## src/rtl/ntt_stage_scheduler_pkg.sv

```systemverilog
// Shared constants for the NTT stage scheduler: multiplier/reducer pipeline
// depths (which set the butterfly latency) and FSM state encodings.
package ntt_stage_scheduler_pkg;

    localparam int INTMUL_DELAY = 3;
    localparam int MODRED_DELAY = 2;

    localparam logic [2:0] NTT_IDLE   = 3'd0;
    localparam logic [2:0] NTT_BFLY   = 3'd1;
    localparam logic [2:0] NTT_DRAIN  = 3'd2;
    localparam logic [2:0] NTT_SCALE  = 3'd3;
    localparam logic [2:0] NTT_SDRAIN = 3'd4;
    localparam logic [2:0] NTT_DONE   = 3'd5;

endpackage

```

## src/rtl/ntt_stage_scheduler_wb.sv

```systemverilog
// Fixed-depth shift line carrying issue-time write-back info (valid/mode/addrs)
// across the RAM read plus butterfly latency; fully cleared on reset.
module ntt_wb_delay #(
    parameter int DEPTH = 7,
    parameter int W     = 8
) (
    input  logic         clk,
    input  logic         reset,
    input  logic [W-1:0] d_in,
    output logic [W-1:0] d_out
);

    logic [DEPTH-1:0][W-1:0] pipe_q, pipe_d;

    always_comb begin
        pipe_d[0] = d_in;
        for (int i = 1; i < DEPTH; i++) pipe_d[i] = pipe_q[i-1];
    end

    always_ff @(posedge clk) begin
        if (!reset) pipe_q <= '0;
        else        pipe_q <= pipe_d;
    end

    assign d_out = pipe_q[DEPTH-1];

endmodule

```

## src/rtl/ntt_stage_scheduler.sv

```systemverilog
// Issues one radix-2 DIT butterfly (or scale multiply) per cycle over an in-place
// coefficient RAM and delay-matches the write-back to the butterfly latency.
module ntt_stage_scheduler
    import ntt_stage_scheduler_pkg::*;
#(
    parameter int LOGN          = 8,
    parameter int RD_LAT        = 1,
    parameter int BF_LAT        = INTMUL_DELAY + MODRED_DELAY + 1,
    parameter int TW_SCALE_ADDR = (1 << LOGN) - 1
) (
    input  logic            clk,
    input  logic            reset,
    input  logic            start,
    input  logic [LOGN:0]   num_stages,
    input  logic            scale_en,
    output logic            busy,
    output logic            done,
    output logic [LOGN-1:0] rd_addr_a,
    output logic [LOGN-1:0] rd_addr_b,
    output logic [LOGN-1:0] tw_addr,
    output logic            bf_mode,
    output logic            wr_en_a,
    output logic            wr_en_b,
    output logic [LOGN-1:0] wr_addr_a,
    output logic [LOGN-1:0] wr_addr_b
);

    localparam int N  = 1 << LOGN;
    localparam int D  = RD_LAT + BF_LAT;
    localparam int DW = $clog2(D + 1);
    localparam logic [LOGN-1:0] HALF_LAST = LOGN'(N/2 - 1);
    localparam logic [LOGN-1:0] FULL_LAST = LOGN'(N - 1);
    localparam logic [LOGN-1:0] TOP_SH    = LOGN'(LOGN - 1);
    localparam logic [LOGN:0]   MAX_STG   = (LOGN+1)'(LOGN);

    logic [2:0]      state_q, state_d;
    logic [LOGN-1:0] cnt_q, cnt_d;
    logic [LOGN-1:0] stage_q, stage_d;
    logic [LOGN:0]   nstg_q, nstg_d;
    logic            scl_q, scl_d;
    logic [DW-1:0]   drn_q, drn_d;
    logic            iss_vld_q, iss_vld_d;
    logic            iss_mode_q, iss_mode_d;
    logic [LOGN-1:0] rd_addr_a_q, rd_addr_a_d;
    logic [LOGN-1:0] rd_addr_b_q, rd_addr_b_d;
    logic [LOGN-1:0] tw_addr_q, tw_addr_d;
    logic            done_q, done_d;

    logic [LOGN-1:0] half, idx, grp, bf_a, bf_b, bf_tw;
    logic [LOGN:0]   ns_clamped, stage_nxt;

    // Stage s pairs j with partner half away: a = grp*2*half + idx, b = a + half.
    assign half      = LOGN'(1) << stage_q;
    assign idx       = cnt_q & (half - LOGN'(1));
    assign grp       = cnt_q >> stage_q;
    assign bf_a      = (grp << (stage_q + LOGN'(1))) | idx;
    assign bf_b      = bf_a | half;
    assign bf_tw     = idx << (TOP_SH - stage_q);
    assign ns_clamped = (num_stages > MAX_STG) ? MAX_STG : num_stages;
    assign stage_nxt = {1'b0, stage_q} + (LOGN+1)'(1);

    always_comb begin
        state_d     = state_q;
        cnt_d       = cnt_q;
        stage_d     = stage_q;
        nstg_d      = nstg_q;
        scl_d       = scl_q;
        drn_d       = drn_q;
        iss_vld_d   = 1'b0;
        iss_mode_d  = 1'b0;
        rd_addr_a_d = '0;
        rd_addr_b_d = '0;
        tw_addr_d   = '0;
        done_d      = (state_q == NTT_DONE);
        case (state_q)
            NTT_IDLE: if (start) begin
                nstg_d  = ns_clamped;
                scl_d   = scale_en;
                stage_d = '0;
                cnt_d   = '0;
                if (ns_clamped != '0) state_d = NTT_BFLY;
                else if (scale_en)    state_d = NTT_SCALE;
                else                  state_d = NTT_DONE;
            end
            NTT_BFLY: begin
                iss_vld_d   = 1'b1;
                rd_addr_a_d = bf_a;
                rd_addr_b_d = bf_b;
                tw_addr_d   = bf_tw;
                if (cnt_q == HALF_LAST) begin
                    cnt_d   = '0;
                    drn_d   = '0;
                    state_d = NTT_DRAIN;
                end else begin
                    cnt_d = cnt_q + LOGN'(1);
                end
            end
            NTT_DRAIN: begin
                if (drn_q == DW'(D - 1)) begin
                    if (stage_nxt < nstg_q) begin
                        stage_d = stage_nxt[LOGN-1:0];
                        state_d = NTT_BFLY;
                    end else if (scl_q) begin
                        state_d = NTT_SCALE;
                    end else begin
                        state_d = NTT_DONE;
                    end
                end else begin
                    drn_d = drn_q + DW'(1);
                end
            end
            NTT_SCALE: begin
                iss_vld_d   = 1'b1;
                iss_mode_d  = 1'b1;
                rd_addr_a_d = cnt_q;
                rd_addr_b_d = cnt_q;
                tw_addr_d   = LOGN'(TW_SCALE_ADDR);
                if (cnt_q == FULL_LAST) begin
                    cnt_d   = '0;
                    drn_d   = '0;
                    state_d = NTT_SDRAIN;
                end else begin
                    cnt_d = cnt_q + LOGN'(1);
                end
            end
            NTT_SDRAIN: begin
                if (drn_q == DW'(D - 1)) state_d = NTT_DONE;
                else                     drn_d   = drn_q + DW'(1);
            end
            NTT_DONE: state_d = NTT_IDLE;
            default:  state_d = NTT_IDLE;
        endcase
    end

    always_ff @(posedge clk) begin
        if (!reset) begin
            state_q     <= NTT_IDLE;
            cnt_q       <= '0;
            stage_q     <= '0;
            nstg_q      <= '0;
            scl_q       <= 1'b0;
            drn_q       <= '0;
            iss_vld_q   <= 1'b0;
            iss_mode_q  <= 1'b0;
            rd_addr_a_q <= '0;
            rd_addr_b_q <= '0;
            tw_addr_q   <= '0;
            done_q      <= 1'b0;
        end else begin
            state_q     <= state_d;
            cnt_q       <= cnt_d;
            stage_q     <= stage_d;
            nstg_q      <= nstg_d;
            scl_q       <= scl_d;
            drn_q       <= drn_d;
            iss_vld_q   <= iss_vld_d;
            iss_mode_q  <= iss_mode_d;
            rd_addr_a_q <= rd_addr_a_d;
            rd_addr_b_q <= rd_addr_b_d;
            tw_addr_q   <= tw_addr_d;
            done_q      <= done_d;
        end
    end

    logic [2*LOGN+1:0] wb_in, wb_out;
    logic              wb_vld, wb_mode;

    assign wb_in = {iss_vld_q, iss_mode_q, rd_addr_a_q, rd_addr_b_q};

    ntt_wb_delay #(.DEPTH(D), .W(2*LOGN+2)) u_wb (
        .clk   (clk),
        .reset (reset),
        .d_in  (wb_in),
        .d_out (wb_out)
    );

    ntt_wb_delay #(.DEPTH(RD_LAT), .W(1)) u_mode (
        .clk   (clk),
        .reset (reset),
        .d_in  (iss_mode_q),
        .d_out (bf_mode)
    );

    assign {wb_vld, wb_mode, wr_addr_a, wr_addr_b} = wb_out;
    assign wr_en_a   = wb_vld;
    assign wr_en_b   = wb_vld & ~wb_mode;
    assign rd_addr_a = rd_addr_a_q;
    assign rd_addr_b = rd_addr_b_q;
    assign tw_addr   = tw_addr_q;
    assign busy      = (state_q != NTT_IDLE);
    assign done      = done_q;

endmodule
```

## config.mk

```make
export PLATFORM = sky130hd
export DESIGN_NAME = ntt_stage_scheduler
export DESIGN_NICKNAME = d
export VERILOG_FILES = /design/src/rtl/ntt_stage_scheduler_pkg.sv /design/src/rtl/ntt_stage_scheduler_wb.sv /design/src/rtl/ntt_stage_scheduler.sv
export SDC_FILE = /design/constraint.sdc
export NUM_CORES = 1
export LEC_CHECK = 0
export ABC_AREA = 0
export CORE_MARGIN = 5
export CORE_UTILIZATION = 35
export DETAILED_ROUTE_END_ITERATION = 16
export GPL_TIMING_DRIVEN = 1
export MAX_ROUTING_LAYER = met4
export PLACE_DENSITY = 0.6
export SLEW_MARGIN = 20
export SYNTH_ARGS = -nofsm -noshare
export SYNTH_HDL_FRONTEND = slang
export SYNTH_HIERARCHICAL = 1
export SYNTH_SLANG_ARGS = --single-unit
```

## constraint.sdc

```tcl
create_clock -name clk -period 9.15 [get_ports clk]
set_input_delay 2.745 -clock clk [delete_from_list [all_inputs] [get_ports clk]]
set_output_delay 2.745 -clock clk [all_outputs]
set_load 0.005 [all_outputs]
```

# Word level (Yosys, flattened, before mapping)
# Cells that the tools add are included.
# word_totals
wordCells,92
in_bits,13
ff_bits,186
out_inout_bits,45
# op_classes
n_eq_ne,15
order_cmp,2
mux,27
reduce_logical,13
n_shift,4
add_sub_neg,6
bitwise,5
# ops
operator,count
$pmux W8 S2,4
$mux W8,5
$mux W3,12
$pmux W8 S3,1
$add A8 B1 Y8 const B,2
$or A8 B8 Y8,2
$shl A8 B8 Y8,2
$pmux W3 S5,1
$ne A2 B2 Y1 const B,7
$add A8 B1 Y9 const B,1
$eq A3 B3 Y1 const B,3
$gt A9 B4 Y1 const B,1
$lt A9 B9 Y1,1
$mux W9,1
$pmux W3 S3,1
$reduce_bool A3 Y1,3
$reduce_bool A9 Y1,1
$and A8 B8 Y8,1
$eq A8 B7 Y1 const B,1
$eq A8 B8 Y1 const B,1
$reduce_and A4 Y1,2
$shl A1 B8 Y8 const A,1
$shr A8 B8 Y8,1
$sub A3 B8 Y8 const A,1
12 further kinds,16

# Depth between registers and ports, before layout
# Gate-level depths: netlist of run 1.
# logic_depth
depth_word,6
depth_mapped,13
mapped_depth_nobuf,11

# By module
# Netlist of run 1, hierarchy kept.
# modules_own_cells
module,area_each_um2,cells_per_inst,instances
ntt_stage_scheduler,3958.8,513,1
ntt_wb_delay at u_wb,3407.0,265,1
ntt_wb_delay at u_mode,26.3,2,1

# Least setup slack after synthesis of run 1
# No wires, ideal clock.
# synth_path
kind,input-to-reg
startpoint,input reset
endpoint,"register tw_addr_q[4], in the netlist tw_addr[4]"
slack_ps,4884
t_arrival_ps,4160
cell_stages,7
cell_sequence,clkbuf_1 nand4bb_1 nor2_1 nand2_1 or2_1 or3_1 o311ai_0
# synth_lines
element,line_no,rtl
start: declaration,ntt_stage_scheduler.sv:12,"input logic reset,"
end signal: assignment,ntt_stage_scheduler.sv:160,tw_addr_q <= tw_addr_d;
end: declaration,ntt_stage_scheduler.sv:46,"logic [LOGN-1:0] tw_addr_q, tw_addr_d;"

==> impl_results.md, run 1 <==
- Setup slack after layout: between 4 and 5 ns
- Distinct cells, synth: 67
- Delay-heaviest family, CP: simple AND/OR/NAND/NOR gates
- Reg power frac: roughly half
- Post-Syn Area: ~0.0074 mm^2
- Tcrit/Tclk final: 54.47%
- Int Pwr: 1.249 mW
- Rows: 53
- # resized after CTS: 0
- CP Max Fanout: 121
- ANT cells: 0
- Ys flop type: dfxtp_1
- Mean Syn Cell Area: 9.477 um^2
- Outcome: finished clean
- CTS tree: built
- Hold Fails Final Rpt: 0
- Vias in the first global route: 5154
- EDFF count, synth: 0
- Total grt overflow: 0
- # port buffers: 57
- Critical path capture point type: flop
- Max-cap violations: 0
- Met2 usage: 21.84%
- Cells after Synth: a little under 800
- GR met1 Demand/Resource: a little under a fifth
- Die width: about 160 um
- Combinational fraction of design power: under 10%
- Detailed-route DRC error count: 0
- VDD IR max: 0.0001098 V
- Slew headroom: 37.39%
- Final instance area: 0.008717 mm^2
- Clock transition at path regs: 0.07 ns
- Critical path launch point type: input pin
- HP Class: flop to flop
- Place WS: 3.695 ns
- Register area share after synthesis: between 50% and 60%
- Clk root buf: clkbuf_16
- Initial antenna violation count: 0
- I/O Pins: 58
- Iteration count of the initial detailed-routing pass: 5
- Syn_nets: 808
- Worst Clk Skew: 0.01313 ns
- PwrDens: 191.7 mW/mm^2
- Layout area overhead: 17.92%
- Pin count of the biggest net entering global routing: between 100 and 150
- Busiest grt layer: met2
- DRT iter0 DRCs: 401
- Crit-path slowest cell: buf_4
- Dpl cell area: 0.008079 mm^2
- Die ar.: 0.02413 mm^2
- Met3 Resource Use GR: ~3.4%
- Yosys top cell by area: dfxtp_1
- FMAX: 200.7 MHz
- Critical Path Max Stage Delay: ~0.69 ns
- Non-Filler Instances: roughly 1100
- Initial Util: a little over a third
- CP arrival: 5.30 ns
- Worst-margin pin slew: slightly above 0.9 ns
- Total wire length: 16120 um
- Fin util: 41.73%
- Clock share of power: 46.0%
- GRT Overall Usage: between 10% and 20%
- CTS Sinks: 186
- Endpoints failing setup: 0
- WP data required: roughly 9.5 ns
- Worst Path Buf+Inv: 2
- Num CTS Buffers: 17
- Hold_buf cts: 0
- Setup TNS: 0 ns
- Synth Warn #: 6
- Seq cells post-synth: 186
- Vias per inst: 4.927
- Worst path cell trace: buf_2 -> buf_4 -> nand4bb_1 -> nor2_1 -> nand2_1 -> or2_1 -> or3_1 -> o311ai_0
- Total leakage power: about 3.3 nW
- Post-CTS setup buffers: 0
- Chip height: approximately 160 um
- H-tree depth: 4
- Max Slew Vio Count: 0
- Routed vias: 5410
- Share of layout cells above drive strength 1: 7.412%
- Core area: 0.02089 mm^2
- Final GP Congestion: 0.9609
- Final nets: 838
- WS Path Type: input pin to flop
- Post-synth ARST share: 0%
- Clock Latency Late Sink: 0.43 ns
- Unrepaired setup endpoints after global routing: false
- Clock Path Buffers: 2
- Hold Slack: 0.4260 ns
- Total power: 1.671 mW
- Sw Ratio: 25.23%
- Post-route minimum period: about 5.0 ns
- Synth top area cells: dfxtp_1 50%, and2_1 11%, ha_1 2.5%
- Placed insts: about 1100
- Post-synth top area share: 50.37%
- DR WL/cell: between 10 and 15 um
- DP Wirelength: between 10000 and 15000 um
- Antenna viol nets, final: 0
- Sw power: 421.6 uW
- First-pass GRT wire length: 26980 um
Yosys cell counts, drive strengths merged, types with 4 or more instances:
cell type  instances
dfxtp            186
and2             131
nor2              49
nand2             42
a21oi             30
o21ai             30
nand3             28
clkbuf            27
inv               26
buf               24
nor3              21
ha                15
mux2i             11
xnor2             11
o211ai            10
nand2b             9
nand4              9
nor4               9
or3                7
xor2               7
mux2               6
a22oi              5
o22ai              5
or2                5
or4                5
a21boi             4
and3               4
nor2b              4
o311ai             4
cell usage in the layout (no fill, tap or decap), types with 5 or more instances in the layout:
cell type / Yosys / layout
nand2_1: 42 / 42
xnor2_1: 11 / 11
clkbuf_16: 0 / 17
nor3_1: 18 / 18
o211ai_1: 10 / 10
clkdlybuf4s50_1: 0 / 56
nor4_1: 9 / 9
buf_4: 0 / 5
mux2_2: 6 / 6
mux2i_1: 11 / 11
nand4_1: 9 / 9
or3_1: 7 / 7
a22oi_1: 5 / 5
o21ai_0: 27 / 27
o22ai_1: 5 / 5
and2_1: 131 / 131
a21oi_1: 30 / 30
nand2b_1: 9 / 9
nand3_1: 28 / 28
nor2_1: 49 / 49
dfxtp_1: 186 / 186
inv_1: 26 / 26
ha_1: 15 / 15
xor2_1: 7 / 7
worst reg2reg max path: cells and delay by family, from the launching register on:
family | cells | cell delay [ns]
fa+ha+maj | 2 | 0.70
buf+inv | 1 | 0.40
compound gates | 3 | 0.72
flops | 1 | 0.31
simple gates | 6 | 1.56
flip-flops by register name (all words and copies together) (netlist names):
name,cells
u_wb/pipe_d,108
u_wb/d_out,18
nstg_q,9
cnt_q,8
rd_addr_a,8
rd_addr_b,8
stage_q,8
tw_addr,8
drn_q,3
state_q,3
done,1
iss_mode_q,1
iss_vld_q,1
scl_q,1
u_mode/d_out,1
metal layers:
layer	wire, um	vias to the layer above
li1	-	2730
met1	7627	2514
met2	7410	148
met3	799	18
met4	285	0
met5	0	-
power by group through the flow:
stage | combinational (mW) | sequential (mW) | clock, mW
final | 0.0734 | 0.829 | 0.769
after global routing | 0.0833 | 0.830 | 0.831
after CTS | 0.0738 | 0.829 | 0.791
after detailed placement | 0.0736 | 0.848 | 0
after global placement | 0.0728 | 0.848 | 0
after floorplan | 0.0580 | 0.838 | 0
layout make-up:
type / count / area (um^2)
clock buffers: 17 / 425.4
multi-input cells: 514 / 3299
well taps: 275 / 344.1
inverters: 29 / 108.9
repair buffers: 62 / 603.1
fillers: 2072 / 12170
clock inverters: 15 / 212.7
flip-flops and latches: 186 / 3724
cell families (layout without fill, tap and decap cells):
group | count (synthesis) | count (layout) | synth area share (%)
simple gates | 333 | 333 | 25.08
flops | 186 | 186 | 50.37
compound gates | 128 | 128 | 11.56
buf+inv | 80 | 123 | 4.993
mux | 20 | 20 | 3.317
xor+xnor | 18 | 18 | 2.133
fa+ha+maj | 15 | 15 | 2.539
final timing paths:
kind | slack [ns] | to | from | cells after the start
worst min-delay path | 0.43 | u_wb/pipe_d[76] | u_wb/pipe_d[58] | 1
worst min register to register | 0.43 | u_wb/pipe_d[76] | u_wb/pipe_d[58] | 1
worst max-delay path | 4.17 | tw_addr[4] | reset | 8
worst max register to register | 5.39 | stage_q[6] | stage_q[0] | 12
(Power assumes the default switching activity.)
==> run 2, diff against run 1 <==
PLACE_DENSITY = 0.62   (was 0.6)
clock period = 3.99 ns   (was 9.15 ns; I/O delays follow)
==> impl_results.md, run 2 (synthesis results as in run 1) <==
- Slew headroom: 35.81%
- Routed vias: around 5500
- FMAX: 299.8 MHz
- Final GP Congestion: 0.9349
- Initial antenna violation count: 0
- Setup TNS: 0 ns
- Post-CTS setup buffers: 0
- Core area: about 0.021 mm^2
- I/O Pins: 58
- Area of the multi-input gates: 0.003299 mm^2
- Chip height: ~160 um
- Die width: 155.3 um
- # resized after CTS: 0
- PwrDens: roughly 430 mW/mm^2
- Endpoints failing setup: 0
- Clock share of power: 45.5%
- Antenna viol nets, final: 0
- Clock transition at path regs: 0.08 ns
- Max reg flops: 108
- DR WL/cell: 14.82 um
- Post-route minimum period: 3.335 ns
- Hold Fails Final Rpt: 0
- Sw Ratio: 26.06%
- Layout area overhead: 18.47%
- Worst path cell trace: buf_4 -> nand3_1 -> xnor2_1 -> ha_1 -> or3_1 -> o221a_2 -> o311a_1 -> nor3_2 -> or3b_1 -> a21oi_1
- Initial Util: 35.39%
- Non-Filler Instances: 1104
- GRT Overall Usage: approximately 14%
- Tcrit/Tclk final: 83.58%
- Worst Path Buf+Inv: 1
- Clock Path Buffers: 2
- Clk root buf: clkbuf_16
- Sw power: 992.2 uW
- CTS tree: built
- CP arrival: 3.69 ns
- Final nets: around 840
- Unrepaired setup endpoints after global routing: false
- Int Pwr: 2.815 mW
- Hold Slack: between 0.4 and 0.5 ns
- Clock Latency Late Sink: 0.43 ns
- Vias in the first global route: 5217
- CTS Sinks: 186
- Fill count: 2054
- CP Max Fanout: 33
- Placed insts: 1072
- DP Wirelength: between 10000 and 15000 um
- # port buffers: 57
- Critical path launch point type: flop
- Max-cap violations: 0
- Num CTS Buffers: 17
- Total grt overflow: 0
- Hold_buf cts: 0
- Detailed-route DRC error count: 0
- Dpl cell area: between 0.008 and 0.009 mm^2
- WP data required: 4.35 ns
- Max Slew Vio Count: 0
- Depth of the worst register-to-register path: 10
- Die ar.: 0.02413 mm^2
- Combinational fraction of design power: 4.8%
- Total leakage power: 3.345 nW
- Pin count of the biggest net entering global routing: 68
- Worst path depth: 10
- Most common cell after layout, fill and taps aside: dfxtp_1
- Rows: 53
- Iteration count of the initial detailed-routing pass: 5
- WS Path Type: flop to flop
- Delay-heaviest family, CP: simple AND/OR/NAND/NOR gates
- ANT cells: 0
- Worst Clk Skew: 0.01397 ns
- Hold Path Stages: 1
- DRT iter0 DRCs: 322
- H-tree depth: 4
- Register area: 0.003724 mm^2
- HP Class: flop to flop
- Worst-margin pin slew: 0.9540 ns
- Reg power frac: 49.7%
- Total power: 3.807 mW
- Share of layout cells above drive strength 1: 8.082%
- Critical path capture point type: flop
- Final instance area: 0.008757 mm^2
- Outcome: finished clean
- Most frequent cells in the layout: 186 x dfxtp_1, 131 x and2_1, 56 x clkdlybuf4s50_1
- Crit-path slowest cell: o311a_1
- First-pass GRT wire length: 27240 um
- Critical Path Max Stage Delay: 0.41 ns
- Total wire length: between 15000 and 20000 um
- Vias per inst: 4.957
- VDD IR max: 0.0003476 V
run 2: power groups by stage:
stage / clock network [mW] / logic [mW] / registers [mW]
detailed placement: 0 / 0.181 / 1.94
CTS: 1.78 / 0.183 / 1.89
global route: 1.87 / 0.205 / 1.90
floorplan: 0 / 0.133 / 1.92
global placement: 0 / 0.181 / 1.94
finish: 1.73 / 0.181 / 1.89
run 2: worst reg2reg max path: cells and delay by family, from the launching register on:
family	cells	cell delay, ns
buffers and inverters	1	0.34
DFF	1	0.34
adders and majority gates	1	0.26
xor gates and xnor gates	1	0.26
AOI/OAI and AO/OA	3	0.82
and+or+nand+nor	4	1.25
run 2: path summary, 6_finish.rpt:
| check | startpoint | endpoint | slack (ns) |
|---|---|---|---|
| hold / removal | u_wb/pipe_d[88] | u_wb/pipe_d[106] | 0.43 |
| setup reg to reg | stage_q[1] | stage_q[6] | 0.65 |
| setup / recovery | stage_q[1] | stage_q[6] | 0.65 |
| hold reg to reg | u_wb/pipe_d[88] | u_wb/pipe_d[106] | 0.43 |
run 2: cell type report:
cell class	count	share of cell area, %
repair buffers	68	7.401
inverters	29	1.243
flip-flops and latches	186	42.52
clock inverters	15	2.372
multi-input cells	514	37.68
clock buffers	17	4.858
well taps	275	3.929
run 2: per-layer routing:
| layer | global-route usage (%) | routed length (um) |
|---|---|---|
| met1 | 18.45 | 7646 |
| met2 | 22.14 | 7388 |
| met3 | 3.004 | 827 |
| met4 | 6.086 | 499 |
| met5 | - | 0 |
run 2: through the flow:
step	utilization [%]	worst slack, ns
2_1_floorplan	-	0.7444
3_3_place_gp	38.89	0.7326
3_5_place_dp	38.89	0.6952
4_1_cts	41.92	0.6745
5_1_grt	41.92	0.4510
6_report	41.92	0.6550
==> run 3, diff against run 2 <==
PLACE_DENSITY = 0.6   (was 0.62)
clock period = 3.3 ns   (was 3.99 ns; I/O delays follow)
==> impl_results.md, run 3 (synthesis results as in run 1) <==
- # resized after CTS: 0
- Worst Clk Skew: 0.01083 ns
- Final nets: 864
- Clk root buf: clkbuf_16
- CTS tree: built
- H-tree depth: 4
- Slew headroom: between 60% and 70%
- FMAX: 329.9 MHz
- Int Pwr: 3.435 mW
- Max-cap violations: 0
- CP arrival: between 3 and 4 ns
- Antenna viol nets, final: 0
- Clock share of power: 45.7%
- Max reg flops: 108
- Post-route minimum period: 3.031 ns
- Fill count: 2068
- Hold Path Sink: u_wb/pipe_d[92]
- Clock Latency Late Sink: between 0.4 and 0.5 ns
- Initial Util: 35.39%
- GRT Overall Usage: 14.44%
- Most frequent cells in the layout: 186 x dfxtp_1, 131 x and2_1, 56 x clkdlybuf4s50_1
- Endpoints failing setup: 0
- FF-to-FF End: stage_q[4]
- Die ar.: approximately 0.024 mm^2
- DP Wirelength: 11620 um
- Max Slew Vio Count: 0
- Clock Path Buffers: 2
- I/O Pins: 58
- Iteration count of the initial detailed-routing pass: 6
- Die width: about 160 um
- Initial antenna violation count: 0
- R2R setup slack: about 0.27 ns
- Layout area overhead: 20.67%
- Setup TNS: 0 ns
- Chip height: 155.3 um
- Rows: 53
- HP Class: flop to flop
- Combinational fraction of design power: 5.3%
- CTS Sinks: 186
- Top layer used by detailed routing: met4
- Sw Ratio: 26.24%
- Pin count of the biggest net entering global routing: 89
- Hold_buf cts: 0
- Hold Path Origin: u_wb/pipe_d[74]
- Routed vias: 5526
- Core area: 0.02089 mm^2
- Hold Path Stages: 1
- ANT cells: 0
- PwrDens: 522.2 mW/mm^2
- DR WL/cell: ~15 um
- Depth of the worst register-to-register path: 10
- Vias in the first global route: 5009
- Worst-margin pin slew: between 0.5 and 0.6 ns
- Detailed-route DRC error count: 0
- Met2 Routed Length: 7694 um
- Share of layout cells above drive strength 1: 10.25%
- Final GP Congestion: slightly below 1
- Clock transition at path regs: around 0.08 ns
- Tcrit/Tclk final: 91.84%
- Reg power frac: 49.0%
- Vias per inst: 4.916
- RR Startpoint: stage_q[0]
- Unrepaired setup endpoints after global routing: false
- Most common cell after layout, fill and taps aside: dfxtp_1
- Routed met3 length: 929 um
- WS Path Type: flop to flop
- Critical path capture point type: flop
- WP data required: 3.66 ns
- Post-CTS setup buffers: 0
- VDD IR max: 0.0003520 V
- Sw power: 1.222 mW
- M1 wire length: 7569 um
- CP Max Fanout: 5
- First-pass GRT wire length: 26850 um
- DRT iter0 DRCs: 421
- Critical path launch point type: flop
- Total grt overflow: 0
- Num CTS Buffers: 17
- # port buffers: 57
- Hold Fails Final Rpt: 0
- Outcome: finished clean
- Fin util: 42.70%
- Total leakage power: 3.454 nW
- Total wire length: 16600 um
==> run 3: cell type report <==
class                      count  area (um^2)  area share [%]
multi-input combinational    514         3299           36.99
sequential                   186         3724           41.74
tap                          275        344.1           3.857
inverter                      29        108.9           1.220
timing repair buffer          88        798.3           8.949
clock buffer                  17        425.4           4.769
clock inverter                15        220.2           2.469
==> run 3: power groups by stage <==
stage / combinational (mW) / clock, mW / sequential [mW]
final: 0.247 / 2.13 / 2.28
after global routing: 0.279 / 2.30 / 2.28
after floorplan: 0.161 / 0 / 2.32
after detailed placement: 0.247 / 0 / 2.33
after global placement: 0.247 / 0 / 2.33
after CTS: 0.249 / 2.20 / 2.28
==> run 3: how the worst max path moves through the flow <==
stage | from | slack [ns] | endpoint | cells after the start
3_5_place_dp | stage_q[0] | 0.31 | stage_q[4] | 10
2_1_floorplan | stage_q[2] | 0.05 | stage_q[6] | 13
4_1_cts | stage_q[0] | 0.29 | stage_q[4] | 10
5_1_grt | stage_q[0] | 0.08 | stage_q[5] | 12
6_report | stage_q[0] | 0.27 | stage_q[4] | 10
3_3_place_gp | stage_q[0] | 0.40 | stage_q[4] | 10
==> run 3: worst max-delay path: stages (launching register included) <==
cell and delay (ns):
dfxtp_1 0.42, ha_1 0.19, and3_1 0.22, nand3_1 0.18
xnor2_1 0.18, ha_1 0.21, a2111o_1 0.42, or2_2 0.30
o311a_1 0.19, or4_1 0.49, a31oi_1 0.17
==> run 3: stage by stage <==
stage	hold slack [ns]	setup slack [ns]	cells	power [mW]	cell area (um^2)
after floorplan	0.4119	0.05441	780	2.485	7392
after global placement	0.4131	0.3964	1092	2.581	8274
after detailed placement	0.4169	0.3139	1092	2.581	8274
after CTS	0.4294	0.2912	1124	4.725	8920
after global routing	0.4379	0.07777	1124	4.864	8920
final	0.4287	0.2691	1124	4.658	8920
==> run 3: routing by layer <==
layer	track usage, %	vias up
met3	3.477	31
met5	-	-
met1	18.47	2528
met4	5.752	0
met2	22.06	184
li1	-	2783
